File: src/rtl/mandelbrot_pkg.sv
// Shared types and fixed-point constants for the mandelbrot pipeline.
// Coordinates are two's complement Q3.(BITWIDTH-3).
package mandelbrot_pkg;

  localparam int BITWIDTH  = 11;
  localparam int FRAC_BITS = BITWIDTH - 3;

  typedef enum logic {
    IDLE = 1'b0,
    EMIT = 1'b1
  } state_t;

  localparam logic [BITWIDTH-1:0] ONE =
    BITWIDTH'(1) << FRAC_BITS;
  localparam logic [BITWIDTH-1:0] MIN =
    {1'b1, {(BITWIDTH-1){1'b0}}};

endpackage

File: src/rtl/mandelbrot_axis_stepper.sv
// One scan axis: index counter plus fixed-point coordinate that
// steps by a signed pitch; load/wrap restart it at an origin.
module mandelbrot_axis_stepper #(
  parameter int IDX_W = 8,
  parameter int BW    = 11,
  parameter bit DOWN  = 1'b0
) (
  input  logic             clk,
  input  logic             rst_n,
  input  logic             i_load,
  input  logic             i_advance,
  input  logic             i_wrap,
  input  logic [BW-1:0]    i_load_val,
  input  logic [BW-1:0]    i_origin,
  input  logic [BW-1:0]    i_step,
  output logic [IDX_W-1:0] o_idx,
  output logic [BW-1:0]    o_coord
);

  logic [IDX_W-1:0] r_idx;
  logic [BW-1:0]    r_coord;
  logic [BW-1:0]    w_next;

  // modulo 2^BW arithmetic, wrap is intentional
  assign w_next = DOWN ? (r_coord - i_step)
                       : (r_coord + i_step);

  always_ff @(posedge clk or negedge rst_n) begin
    if (!rst_n) begin
      r_idx   <= '0;
      r_coord <= '0;
    end else if (i_load) begin
      r_idx   <= '0;
      r_coord <= i_load_val;
    end else if (i_wrap) begin
      r_idx   <= '0;
      r_coord <= i_origin;
    end else if (i_advance) begin
      r_idx   <= r_idx + IDX_W'(1);
      r_coord <= w_next;
    end
  end

  assign o_idx   = r_idx;
  assign o_coord = r_coord;

endmodule

File: src/rtl/mandelbrot_coord_gen.sv
// Raster-order viewport scanner feeding c = (re, im) to the
// mandelbrot iteration core over a valid/ready handshake.
module mandelbrot_coord_gen #(
  parameter int BITWIDTH = mandelbrot_pkg::BITWIDTH,
  parameter int COLS_W   = 8,
  parameter int ROWS_W   = 8
) (
  input  logic                clk,
  input  logic                rst_n,
  input  logic                start,
  input  logic                stop,
  input  logic [BITWIDTH-1:0] cfg_re0,
  input  logic [BITWIDTH-1:0] cfg_im0,
  input  logic [BITWIDTH-1:0] cfg_step,
  input  logic [COLS_W-1:0]   cfg_cols,
  input  logic [ROWS_W-1:0]   cfg_rows,
  output logic [BITWIDTH-1:0] c_re,
  output logic [BITWIDTH-1:0] c_im,
  output logic                c_valid,
  input  logic                c_ready,
  output logic [COLS_W-1:0]   col,
  output logic [ROWS_W-1:0]   row,
  output logic                end_of_row,
  output logic                end_of_frame,
  output logic                busy,
  output logic                frame_done
);
  import mandelbrot_pkg::*;

  state_t              r_state;
  logic [BITWIDTH-1:0] r_re0_l;
  logic [BITWIDTH-1:0] r_im0_l;
  logic [BITWIDTH-1:0] r_step_l;
  logic [COLS_W-1:0]   r_cols_l;
  logic [ROWS_W-1:0]   r_rows_l;
  logic                r_frame_done;

  logic w_emit;
  logic w_go;
  logic w_xfer;
  logic w_last_col;
  logic w_last_row;
  logic w_x_adv;
  logic w_x_wrap;
  logic w_done;

  assign w_emit     = (r_state == EMIT);
  assign w_go       = (r_state == IDLE) && start && !stop;
  assign w_xfer     = w_emit && c_ready;
  assign w_last_col = (col == r_cols_l);
  assign w_last_row = (row == r_rows_l);
  assign w_x_adv    = w_xfer && !w_last_col;
  assign w_x_wrap   = w_xfer && w_last_col && !w_last_row;
  assign w_done     = w_xfer && w_last_col && w_last_row;

  always_ff @(posedge clk or negedge rst_n) begin
    if (!rst_n) begin
      r_state      <= IDLE;
      r_re0_l      <= '0;
      r_im0_l      <= '0;
      r_step_l     <= '0;
      r_cols_l     <= '0;
      r_rows_l     <= '0;
      r_frame_done <= 1'b0;
    end else begin
      r_frame_done <= w_done && !stop;
      unique case (r_state)
        IDLE: begin
          if (w_go) begin
            r_state  <= EMIT;
            r_re0_l  <= cfg_re0;
            r_im0_l  <= cfg_im0;
            r_step_l <= cfg_step;
            r_cols_l <= cfg_cols;
            r_rows_l <= cfg_rows;
          end
        end
        EMIT: begin
          if (stop || w_done) r_state <= IDLE;
        end
        default: r_state <= IDLE;
      endcase
    end
  end

  mandelbrot_axis_stepper #(
    .IDX_W (COLS_W),
    .BW    (BITWIDTH),
    .DOWN  (1'b0)
  ) u_re (
    .clk        (clk),
    .rst_n      (rst_n),
    .i_load     (w_go),
    .i_advance  (w_x_adv),
    .i_wrap     (w_x_wrap),
    .i_load_val (cfg_re0),
    .i_origin   (r_re0_l),
    .i_step     (r_step_l),
    .o_idx      (col),
    .o_coord    (c_re)
  );

  // imaginary axis descends; it never wraps within a frame
  mandelbrot_axis_stepper #(
    .IDX_W (ROWS_W),
    .BW    (BITWIDTH),
    .DOWN  (1'b1)
  ) u_im (
    .clk        (clk),
    .rst_n      (rst_n),
    .i_load     (w_go),
    .i_advance  (w_x_wrap),
    .i_wrap     (1'b0),
    .i_load_val (cfg_im0),
    .i_origin   (r_im0_l),
    .i_step     (r_step_l),
    .o_idx      (row),
    .o_coord    (c_im)
  );

  assign c_valid      = w_emit;
  assign busy         = w_emit;
  assign end_of_row   = w_emit && w_last_col;
  assign end_of_frame = w_emit && w_last_col && w_last_row;
  assign frame_done   = r_frame_done;

endmodule

File: config.mk
export PLATFORM = sky130hd
export DESIGN_NAME = mandelbrot_coord_gen
export DESIGN_NICKNAME = d
export VERILOG_FILES = /design/src/rtl/mandelbrot_pkg.sv /design/src/rtl/mandelbrot_axis_stepper.sv /design/src/rtl/mandelbrot_coord_gen.sv
export SDC_FILE = /design/constraint.sdc
export NUM_CORES = 1
export LEC_CHECK = 0
export BUFFER_PORTS_ARGS = -buffer_cell sky130_fd_sc_hd__buf_2
export CORE_UTILIZATION = 55
export DETAILED_ROUTE_END_ITERATION = 7
export PLACE_DENSITY = 0.81
export SKIP_CTS_REPAIR_TIMING = 1
export SLEW_MARGIN = 20
export SYNTH_ARGS = -nofsm -noshare
export SYNTH_HDL_FRONTEND = slang
export SYNTH_SLANG_ARGS = --single-unit
File: constraint.sdc
create_clock -name clk -period 3.08 [get_ports clk]
set_clock_uncertainty 0.05 [all_clocks]
set_input_delay 0 -clock clk [delete_from_list [all_inputs] [get_ports clk]]
set_output_delay 0 -clock clk [all_outputs]
set_load 0.01 [all_outputs]
==> flow_summary.json <==
{
  "outcome": "finished clean",
  "areaGrowthSynthToFinish_pct": 29.3,
  "whs_path_depth": 4,
  "critical-path-max-stage-delay_ps": 550,
  "dp_hpwl_um": 7870,
  "dp_cells": 678,
  "tightest_slew_ps": 982,
  "finalPower_mw": 3.77,
  "layoutNonFillerInstCount": 747,
  "finalHoldViolations": 0,
  "synth-edff-count": 0,
  "start_kind": "register",
  "dr.pass1.iters": 6,
  "clkSinkCount": 78,
  "port_buffers": 96,
  "synth-seq-cells": 78,
  "synth_top_area_share": 0.444,
  "ys_types": 50,
  "synthCells": 494,
  "leakage_nw": 2.79,
  "clockBufferDepth": 2,
  "cts_max_level": 3,
  "initial_core_util": 0.569,
  "criticalPathCategory": "register to register",
  "grt_max_degree": 79,
  "yosys.area.top_type": "dfrtp_1",
  "viasPerCell": 5.42,
  "syn_area_um2": 4400,
  "ys.flop_type": "dfrtp_1",
  "cap_violations": 0,
  "crit_path_end_kind": "register",
  "worst_slack_ps": 332,
  "tns_ps": 0,
  "slew_headroom": 0.345,
  "peakVddDrop_v": 0.000339,
  "multiInputGateArea_um2": 2280,
  "ys_warn_count": 0,
  "gr-total-overflow": 0,
  "grt_pass1_vias": 3840,
  "reg2regPathDepth": 8,
  "final_nets": 718,
  "synth_most_common_cell": "nand2_1",
  "p_per_area_nw_per_um2": 664,
  "clock.fmax_mhz": 364,
  "fillCellCount": 573,
  "path_max_fanout": 10,
  "core_area_um2": 7730,
  "die_y_um": 91.4,
  "synth_area_leaders": "dfrtp_1 44%, nand2_1 10%, ha_1 6.3%, xnor2_1 4.4%, o21ai_0 4.1%",
  "root_buffer": "clkbuf_8",
  "syn_avg_cell_area_um2": 8.90,
  "fp.dieW_um": 91.4,
  "numCtsBuffers": 9,
  "dr_total_vias": 4052,
  "cts_tree": "done",
  "hold_class": "primary input to register",
  "regArea_um2": 1950,
  "critical_path_required_ps": 3330,
  "drt-total-wl_um": 11400,
  "drc": 0,
  "worst_path_max_delay_cell": "dlygate4sd3_1",
  "clk_pin_slew_worst_paths_ps": 80,
  "finalMaxSlewViolations": 0,
  "synth_common_cells": "122 x nand2_1, 78 x dfrtp_1, 36 x o21ai_0",
  "grt_first_pass_wirelength_um": 18400,
  "wl_per_cell_um": 15.3,
  "async_flop_share": 1.00,
  "diodes": 0,
  "setup_viol": 0,
  "grt_usage": 0.283,
  "place_congestion": 0.897,
  "fin_crit_sh": 0.892,
  "clkLatencyLatePin_ps": 360,
  "ant_nets": 0,
  "place_ws_ps": 670,
  "die_area_um2": 8360,
  "antenna_found_initial": 0,
  "pin_count": 97,
  "drive_gt1_frac": 0.200,
  "row_count": 32,
  "drtIter0Drc": 253,
  "layout_min_cycle_time_ps": 2750,
  "arrival_ps": 3000,
  "cp_cell_sequence": "xnor2_1, nand4_1, nor2_4, a31oi_2, nor2_1, a32oi_1, nand2_1, dlygate4sd3_1",
  "rsz0062_at_grt": "false",
  "syn-num-nets": 572,
  "synth_seq_area_share": 0.444
}
-- critical path, delay by kind of cell (launching register included) --
| kind | cells | cell delay [ps] |
|---|---|---|
| compound gates | 2 | 350 |
| xor+xnor | 1 | 190 |
| buf+inv | 1 | 550 |
| flops | 1 | 470 |
| simple gates | 4 | 1080 |
-- metal layers --
layer,wire [um],track usage
met1,4980,0.371
met2,5500,0.445
met3,568,0.0637
met4,373,0.134
met5,0,0
-- logic make-up (layout without fill, tap and decap cells) --
kind of cell             after synthesis  in the layout  synth area share
flip-flops                            78             78             0.444
adder cells (fa/ha/maj)               24             24            0.0717
multiplexers                           4              4           0.00911
AND/OR/NAND/NOR                      206            206             0.214
AO/OA/AOI/OAI                        104            104             0.146
buffers and inverters                 39            190            0.0376
XOR/XNOR                              39             39            0.0777
-- state kept, by name, indices dropped and copies added, names as in the netlist --
signal,count
u_re.o_coord,11
frame_done,1
busy,1
r_rows_l,8
r_step_l,11
r_re0_l,11
r_cols_l,8
u_im.o_idx,8
u_re.o_idx,8
u_im.o_coord,11
-- layout by cell type (no fill, tap or decap), types with 7 or more instances in the layout --
master and count:
xor2_1 17, o21a_1 7, nor3_1 10, xnor2_1 22, dlygate4sd3_1 53, buf_2 95, a21oi_1 19, nand2_1 122
o21ai_0 36, dfrtp_1 78, clkbuf_8 9, ha_1 22, nand4_1 7, a31oi_1 8, nor2_1 34, inv_1 20
-- power by group --
group          leakage (nW)  total [mW]  switching (mW)  internal (mW)
sequential            0.978        1.44           0.203           1.23
clock                0.0960       0.781           0.404          0.377
combinational          1.71        1.55           0.836          0.717
total                  2.79        3.77            1.44           2.33
-- path summary, 6_finish.rpt --
kind	start	endpoint	slack, ps
worst min register to register	r_re0_l[5]	r_re0_l[5]	430
worst max-delay path	u_re.o_idx[2]	u_re.o_coord[1]	330
worst max register to register	u_re.o_idx[2]	u_re.o_coord[1]	330
max in group asynchronous	rst_n	u_im.o_coord[8]	2070
min in group asynchronous	rst_n	r_re0_l[2]	290
worst min-delay path	start	busy	100
-- stage by stage --
stage / area [um2] / util / hold WS [ps]
5_1_grt: 5680 / 0.735 / 137
6_report: 5680 / 0.735 / 105
4_1_cts: 5150 / 0.667 / -241
2_1_floorplan: 4400 / - / -346
3_5_place_dp: 4960 / 0.641 / 144
3_3_place_gp: 4960 / 0.641 / 140
-- area by class of cell --
cell class	instances	share of cell area
Sequential cell	78	0.343
Clock buffer	9	0.0218
Timing Repair Buffer	154	0.185
Tap cell	102	0.0225
Inverter	20	0.0132
Multi-Input combinational cell	377	0.401
Clock inverter	7	0.0128
(Power assumes the default switching activity.)
